<file path="config.mk">
export PLATFORM = sky130hd
export DESIGN_NAME = fnd_scan_sched
export DESIGN_NICKNAME = d
export VERILOG_FILES = /design/src/rtl/fnd_pkg.sv /design/src/rtl/fnd_slot_timer.sv /design/src/rtl/fnd_scan_sched.sv
export SDC_FILE = /design/constraint.sdc
export NUM_CORES = 1
export LEC_CHECK = 0
export CAP_MARGIN = 20
export CORE_ASPECT_RATIO = 0.75
export CORE_MARGIN = 8
export CORE_UTILIZATION = 60
export DETAILED_ROUTE_END_ITERATION = 10
export GPL_TIMING_DRIVEN = 1
export PLACE_DENSITY = 0.87
export SYNTH_ARGS = -nofsm -noshare
export SYNTH_HDL_FRONTEND = slang
export SYNTH_HIERARCHICAL = 1
export SYNTH_SLANG_ARGS = --single-unit
export TNS_END_PERCENT = 1
</file>
<file path="constraint.sdc">
create_clock -name clk -period 7.4 [get_ports clk]
set_input_delay 0.74 -clock clk [delete_from_list [all_inputs] [get_ports clk]]
set_output_delay 0.74 -clock clk [all_outputs]
set_load 0.02 [all_outputs]
</file>
<file path="src/rtl/fnd_pkg.sv">
// Shared definitions for the 7-segment display scan path.
//  - NUM_DIGIT / DIG_W : digits per frame and width of a digit index
//  - SEG_BLANK / ENB_ALL_OFF : idle drive values for segments and digit enables
//  - scan_state_e : per-slot FSM states (BLANK guard, ON, OFF)
//  - digit_rec_t  : one stored digit {dp, seg[6:0]}
//  - enb_for_digit: active-low enable vector selecting a single digit
//  - calc_on_len  : PWM ON length from brightness, computed at full width
package fnd_pkg;

  localparam int NUM_DIGIT = 6;
  localparam int DIG_W     = 3;

  localparam logic [6:0] SEG_BLANK   = 7'b0000000;
  localparam logic [5:0] ENB_ALL_OFF = 6'b111111;

  typedef enum logic [1:0] {
    ST_BLANK = 2'd0,
    ST_ON    = 2'd1,
    ST_OFF   = 2'd2
  } scan_state_e;

  typedef struct packed {
    logic       dp;
    logic [6:0] seg;
  } digit_rec_t;

  // Active-low enable with only bit `dig` pulled low.
  function automatic logic [5:0] enb_for_digit(input logic [2:0] dig);
    return ENB_ALL_OFF & ~(6'b000001 << dig);
  endfunction

  // ((bright+1) * span) >> 4; the product is formed in 64 bits so no
  // intermediate overflow is possible for any legal slot length.
  function automatic logic [31:0] calc_on_len(input logic [3:0] bright,
                                              input logic [31:0] span);
    return 32'((({60'd0, bright} + 64'd1) * {32'd0, span}) >> 4);
  endfunction

endpackage

</file>
<file path="src/rtl/fnd_slot_timer.sv">
// Slot/digit timebase for the display scan.
//  clk, rst_n  : clock and asynchronous active-low reset
//  slot_cnt    : position inside the current digit slot, 0..SLOT_CYC-1
//  digit       : digit being scanned, 0..NUM_DIGIT-1
//  slot_start  : high while slot_cnt == 0
//  slot_wrap   : high on the last cycle of a slot
//  frame_end   : high on the last cycle of the last digit's slot
module fnd_slot_timer
  import fnd_pkg::*;
#(
  parameter int SLOT_CYC = 50000,
  parameter int CNT_W    = 16
) (
  input  logic             clk,
  input  logic             rst_n,
  output logic [CNT_W-1:0] slot_cnt,
  output logic [2:0]       digit,
  output logic             slot_start,
  output logic             slot_wrap,
  output logic             frame_end
);

  localparam logic [CNT_W-1:0] CNT_LAST = CNT_W'(SLOT_CYC - 1);
  localparam logic [2:0]       DIG_LAST = 3'(NUM_DIGIT - 1);

  logic [CNT_W-1:0] slot_cnt_r;
  logic [2:0]       digit_r;

  // Slot counter wraps every SLOT_CYC cycles; digit index advances on the wrap.
  always_ff @(posedge clk or negedge rst_n) begin
    if (!rst_n) begin
      slot_cnt_r <= '0;
      digit_r    <= 3'd0;
    end else if (slot_wrap) begin
      slot_cnt_r <= '0;
      digit_r    <= (digit_r == DIG_LAST) ? 3'd0 : digit_r + 3'd1;
    end else begin
      slot_cnt_r <= slot_cnt_r + CNT_W'(1);
    end
  end

  assign slot_cnt   = slot_cnt_r;
  assign digit      = digit_r;
  assign slot_start = (slot_cnt_r == '0);
  assign slot_wrap  = (slot_cnt_r == CNT_LAST);
  assign frame_end  = slot_wrap && (digit_r == DIG_LAST);

endmodule

</file>
<file path="src/rtl/fnd_scan_sched.sv">
// Scan scheduler for a 6-digit common-node 7-segment display.
// Digit writes land in a shadow buffer; a commit request copies the shadow
// into the active (displayed) buffer at the next frame end, so a frame is
// never torn. Each digit slot starts with a blank guard, then a PWM ON
// window whose length follows the 4-bit brightness, then OFF.
//  clk, rst_n     : clock, asynchronous active-low reset
//  i_wr_valid     : write request for shadow[i_wr_addr]
//  o_wr_ready     : low while a commit is pending (shadow frozen)
//  i_wr_addr      : digit index; indices >= NUM_DIGIT are accepted and dropped
//  i_wr_seg/dp    : segment pattern {a..g} and decimal point, 1 = lit
//  i_commit       : pulse requesting shadow -> active copy at next frame end
//  i_bright       : brightness 0..15, sampled at each slot start
//  o_commit_done  : pulse in the first cycle the new active buffer is in effect
//  o_seg/o_seg_dp : segment drive; o_seg_enb: active-low digit enables
// GUARD_CYC is expected to be at least 1 and below SLOT_CYC.
module fnd_scan_sched
  import fnd_pkg::*;
#(
  parameter int SLOT_CYC  = 50000,
  parameter int GUARD_CYC = 500
) (
  input  logic       clk,
  input  logic       rst_n,
  input  logic       i_wr_valid,
  output logic       o_wr_ready,
  input  logic [2:0] i_wr_addr,
  input  logic [6:0] i_wr_seg,
  input  logic       i_wr_dp,
  input  logic       i_commit,
  input  logic [3:0] i_bright,
  output logic       o_commit_done,
  output logic [6:0] o_seg,
  output logic       o_seg_dp,
  output logic [5:0] o_seg_enb
);

  localparam int          CNT_W      = (SLOT_CYC > 1) ? $clog2(SLOT_CYC) : 1;
  localparam int unsigned ON_SPAN    = SLOT_CYC - GUARD_CYC;
  localparam logic [CNT_W-1:0] GUARD_LAST = CNT_W'(GUARD_CYC - 1);
  localparam logic [CNT_W:0]   GUARD_EXT  = (CNT_W + 1)'(GUARD_CYC);

  // Timebase
  logic [CNT_W-1:0] slot_cnt_s;
  logic [2:0]       digit_s;
  logic             slot_start_s;
  logic             slot_wrap_s;
  logic             frame_end_s;

  // PWM / FSM
  scan_state_e      state_r;
  logic [CNT_W:0]   on_len_r;
  logic [CNT_W:0]   on_len_new_s;
  logic [CNT_W:0]   on_len_now_s;
  logic [CNT_W:0]   on_last_s;

  // Buffers and handshake
  digit_rec_t       shadow_r [NUM_DIGIT];
  digit_rec_t       active_r [NUM_DIGIT];
  logic             commit_pend_r;
  logic             wr_ready_r;
  logic             commit_done_r;
  logic             wr_fire_s;
  logic             wr_addr_ok_s;

  // Output registers
  logic [6:0]       seg_r;
  logic             seg_dp_r;
  logic [5:0]       seg_enb_r;

  fnd_slot_timer #(
    .SLOT_CYC (SLOT_CYC),
    .CNT_W    (CNT_W)
  ) u_slot_timer (
    .clk        (clk),
    .rst_n      (rst_n),
    .slot_cnt   (slot_cnt_s),
    .digit      (digit_s),
    .slot_start (slot_start_s),
    .slot_wrap  (slot_wrap_s),
    .frame_end  (frame_end_s)
  );

  // ON-window length: fresh value during the slot-start cycle, latched value after.
  always_comb begin
    on_len_new_s = (CNT_W + 1)'(calc_on_len(i_bright, ON_SPAN));
    if (slot_start_s) begin
      on_len_now_s = on_len_new_s;
    end else begin
      on_len_now_s = on_len_r;
    end
    // Last slot_cnt value that is still ON; only consulted while in ON (on_len_r >= 1).
    on_last_s = GUARD_EXT + on_len_r - (CNT_W + 1)'(1);
  end

  // Per-slot FSM: BLANK guard, then ON for on_len cycles, then OFF; every wrap restarts BLANK.
  always_ff @(posedge clk or negedge rst_n) begin
    if (!rst_n) begin
      state_r  <= ST_BLANK;
      on_len_r <= '0;
    end else begin
      if (slot_start_s) begin
        on_len_r <= on_len_new_s;
      end
      if (slot_wrap_s) begin
        state_r <= ST_BLANK;
      end else begin
        case (state_r)
          ST_BLANK: begin
            if (slot_cnt_s == GUARD_LAST) begin
              state_r <= (on_len_now_s != '0) ? ST_ON : ST_OFF;
            end
          end
          ST_ON: begin
            if ({1'b0, slot_cnt_s} == on_last_s) begin
              state_r <= ST_OFF;
            end
          end
          ST_OFF: begin
            state_r <= ST_OFF;
          end
          default: begin
            state_r <= ST_BLANK;
          end
        endcase
      end
    end
  end

  // Write handshake decode.
  always_comb begin
    wr_fire_s    = i_wr_valid && wr_ready_r;
    wr_addr_ok_s = (i_wr_addr < 3'(NUM_DIGIT));
  end

  // Shadow buffer: accepted writes to out-of-range indices are dropped.
  always_ff @(posedge clk or negedge rst_n) begin
    if (!rst_n) begin
      for (int k = 0; k < NUM_DIGIT; k++) begin
        shadow_r[k] <= '0;
      end
    end else if (wr_fire_s && wr_addr_ok_s) begin
      shadow_r[i_wr_addr] <= '{dp: i_wr_dp, seg: i_wr_seg};
    end
  end

  // Commit tracking and the frame-end copy; a request while pending is ignored.
  always_ff @(posedge clk or negedge rst_n) begin
    if (!rst_n) begin
      commit_pend_r <= 1'b0;
      wr_ready_r    <= 1'b1;
      commit_done_r <= 1'b0;
      for (int k = 0; k < NUM_DIGIT; k++) begin
        active_r[k] <= '0;
      end
    end else if (frame_end_s && commit_pend_r) begin
      for (int k = 0; k < NUM_DIGIT; k++) begin
        active_r[k] <= shadow_r[k];
      end
      commit_pend_r <= 1'b0;
      wr_ready_r    <= 1'b1;
      commit_done_r <= 1'b1;
    end else if (i_commit && !commit_pend_r) begin
      commit_pend_r <= 1'b1;
      wr_ready_r    <= 1'b0;
      commit_done_r <= 1'b0;
    end else begin
      commit_done_r <= 1'b0;
    end
  end

  // Pin registers: drive the selected digit only while the FSM is in ON.
  always_ff @(posedge clk or negedge rst_n) begin
    if (!rst_n) begin
      seg_r     <= SEG_BLANK;
      seg_dp_r  <= 1'b0;
      seg_enb_r <= ENB_ALL_OFF;
    end else if (state_r == ST_ON) begin
      seg_r     <= active_r[digit_s].seg;
      seg_dp_r  <= active_r[digit_s].dp;
      seg_enb_r <= enb_for_digit(digit_s);
    end else begin
      seg_r     <= SEG_BLANK;
      seg_dp_r  <= 1'b0;
      seg_enb_r <= ENB_ALL_OFF;
    end
  end

  assign o_seg         = seg_r;
  assign o_seg_dp      = seg_dp_r;
  assign o_seg_enb     = seg_enb_r;
  assign o_wr_ready    = wr_ready_r;
  assign o_commit_done = commit_done_r;

endmodule

</file>
==> results by group <==
Pwr
  – Logic pwr share: 19.6%
  – Internal Power: 1.567 mW
  – Leakage power: 4.173 nW
  – Sw frac: 31.79%
  – Power per cell area: 254.1 mW/mm²
  – Share of power burned in the clock network: 37.3%
  – Worst vdd rail ir drop: 0.0002108 V
  – NetSw: 0.7300 mW
  – Flop pwr share: 43.1%

Timing
  – Post-route minimum period: 5.970 ns
  – Max Slew Vio Count: 0
  – RSZ-0062 raised after global routing: no
  – Final Setup Violations: 0
  – Worst Max-Slew Pin Slew: 0.9220 ns
  – Slew Limit Headroom: 38.31%
  – Final Hold Viols: 0
  – Final Skew: 0.008566 ns
  – Max Clock Freq: 167.5 MHz
  – Crit share post-route: 80.68%
  – Hold slack: 0.2531 ns
  – Setup TNS: 0 ns

Synth
  – Largest cells by area after synthesis: dfrtp_1 46%, mux2_2 14%, ha_1 5.7%, xnor2_1 2.9%, dfstp_2 2.3%
  – Library cells used by synthesis: 72
  – Synth warnings: 6
  – Cell Area, Synth: 0.007890 mm²
  – Avg Inst Size Synth: 11.83 µm²
  – Cell count after synthesis: 667
  – Top cell type's share of synthesized area: 45.67%
  – Main flop type after synthesis: dfrtp_1
  – Ys async rst share: 100.0%
  – Sequential-to-total area share from yosys stat: 48.00%
  – Synth Net Count: 727
  – Cell taking the most area after synthesis: dfrtp_1
  – EDFF count, synth: 0
  – Post-synthesis register bit count: 151

Worst setup path
  – Worst r2r src: u_slot_timer/slot_cnt[10]
  – Worst-path maximum fanout: 12
  – Startpoint types: input pin
  – Crit path kind: input pin to flop
  – Terminus of the critical flop-to-flop path: state_r[0]
  – Worst reg2reg setup slack: 2.97 ns
  – FF-to-FF path depth: 10
  – CP arrival: 6.28 ns
  – Required time of the worst setup path: 7.71 ns
  – Critical Path End Type: flop

Clocking
  – Worst-path clk slew: 0.07 ns
  – Clock latency on the worst-skew pair: 0.43 ns
  – Clock buffer depth: 2
  – Num Clock Sinks: 151
  – CTS Buf Count: 17
  – CTS tree: yes
  – Post-CTS Resized: 0
  – Postcts setup bufs: 0
  – Htree depth: 4
  – Post-CTS Hold Fix Bufs: 0
  – Root Buffer: clkbuf_16

Flow run
  – Max-Cap Viols: 0

Die
  – Row cnt: 36
  – Die Span Y: 115.3 µm
  – Die X: 148.4 µm
  – Core Box Area: 0.01293 mm²
  – I/O Pins: 35
  – Starting Density: 61.03%
  – Full die area: 0.01711 mm²

Global route
  – Gr ovfl total: 0
  – Largest net degree at the start of global routing: 99
  – Antenna violations before repair: 0
  – First-pass GRT wire length: 30590 µm
  – Total track usage: 23.06%
  – Vias in the first global route: 5802

Drt
  – Number of routed nets with antenna violations: 0
  – Via-to-Cell Ratio: 6.340
  – TritonRoute pass-1 iters: 10
  – DRC errors left: 0
  – WL/cell: 21.07 µm
  – Vias: 5655
  – Routed WL: 18790 µm
  – DR iter-0 viols: 616

Place
  – I/O Buffers: 34
  – GP Congestion: 0.8975
  – Final HPWL from detailed placement: 12700 µm

Finish
  – # fillers: 829
  – Antenna cell count: 0
  – Share of post-route cells with drive strength above 1: 23.30%
  – Syn-to-layout area delta: 14.56%
  – Multi-input logic area: 0.003852 mm²
  – Register Area: 0.003787 mm²
  – Layout Nets: 768

Min path
  – HP Class: input pin to asynchronous set/reset pin

Outcome
  – Status: finished, final reports clean
[how the worst max path moves through the flow]
stage | slack (ns) | from | endpoint | cells after the start
final | 1.43 | i_bright[0] | state_r[0] | 17
after global routing | 1.18 | i_bright[0] | state_r[0] | 17
after CTS | 1.44 | i_bright[0] | state_r[0] | 17
after detailed placement | 0.99 | i_bright[0] | state_r[0] | 17
after global placement | 1.22 | i_bright[0] | state_r[0] | 17
after floorplan | 1.94 | i_bright[0] | state_r[0] | 17
[cells by family after synthesis]
logic type / Yosys count / synth area share (%)
buffers and inverters: 65 / 3.203
adders and majority gates: 41 / 6.978
and+or+nand+nor: 172 / 11.75
DFF: 151 / 48.00
muxes: 112 / 17.09
xor gates and xnor gates: 46 / 5.201
AOI/OAI and AO/OA: 80 / 7.771
[final cells by class]
type	instances	area share, %
tap	171	2.367
multi-input combinational	451	42.62
clock inverter	14	1.661
inverter	47	1.952
timing repair buffer	40	4.637
sequential	151	41.90
clock buffer	18	4.859
[cells in the final DEF (no fill, tap or decap), types with 7 or more instances in the layout]
cell type        netlist  routed
o21ai_0                9       9
nor3_1                13      13
nand4_1                7       7
nor4_1                12      12
o211ai_1               8       8
dfstp_2                7       7
clkbuf_16              0      17
clkdlybuf4s50_1        0      33
nor2_1                38      38
nand3_1               22      22
xor2_1                19      19
a222oi_1               8       8
dfrtp_1              144     144
a21oi_1               15      15
nand2b_1               7       7
xnor2_1               26      26
nand2_1               31      30
mux4_2                 8       8
ha_1                  36      36
mux2_2               100     100
inv_1                 47      47
[power groups by stage]
stage                     registers (mW)  logic [mW]  clock network (mW)
after floorplan                    0.970       0.319                   0
after global placement             0.987       0.408                   0
after detailed placement           0.998       0.432                   0
after CTS                          0.985       0.440               0.870
after global routing               0.997       0.493               0.906
final                              0.990       0.449               0.857
[worst max-delay path, cell delays in order]
cell             delay (ns)
clkdlybuf4s50_1        0.83
nand3_1                0.17
xnor2_1                0.57
fa_1                   0.53
ha_1                   0.29
inv_1                  0.05
fa_1                   0.51
inv_1                  0.04
ha_1                   0.33
o21ai_2                0.10
o21a_1                 0.17
a22o_1                 0.20
or4_1                  0.51
or4_4                  0.44
a2111oi_4              0.37
a311oi_1               0.14
mux2_2                 0.30
[state kept, by name, indices dropped and copies added, names as in the netlist]
name,flops
on_len_r,17
o_seg_enb,6
o_seg_dp,1
o_commit_done,1
u_slot_timer/slot_cnt,16
state_r,2
commit_pend_r,1
active_r,48
o_wr_ready,1
o_seg,7
shadow_r,48
u_slot_timer/digit,3
[metal layers]
| layer | share of wire [%] | GRT usage, % | routed length [µm] |
|---|---|---|---|
| met1 | 44 | 29.86 | 8183 |
| met2 | 47 | 35.72 | 8902 |
| met3 | 6.6 | 6.056 | 1233 |
| met4 | 2.5 | 11.04 | 470 |
| met5 | 0 | 0 | 0 |
[per-stage QoR]
stage	power [mW]	cell area (µm²)	util (%)	std cells	worst slack, ns
CTS	2.295	9011	69.71	891	1.440
floorplan	1.289	7890	-	667	1.944
detailed placement	1.430	8422	65.15	859	0.9923
global placement	1.394	8402	64.99	858	1.224
finish	2.297	9039	69.92	892	1.430
global route	2.396	9039	69.92	892	1.182
[cell usage after synthesis (all sizes together), types with 3 or more instances]
cell type,n
nor2b,5
a222oi,8
clkbuf,12
a2111oi,3
or4,4
a21oi,15
o221ai,3
nand3b,3
buf,6
and4,3
and3,7
ha,36
xor2,20
nand4,7
nor3,13
nand3,22
mux4,8
nor4,13
a21o,3
dfstp,7
xnor2,26
nand2,31
o21ai,10
mux2,102
dfrtp,144
a31oi,6
and2,5
fa,5
nor2,38
inv,47
nand2b,7
o211ai,9
Power figures use the tool's default switching activity.
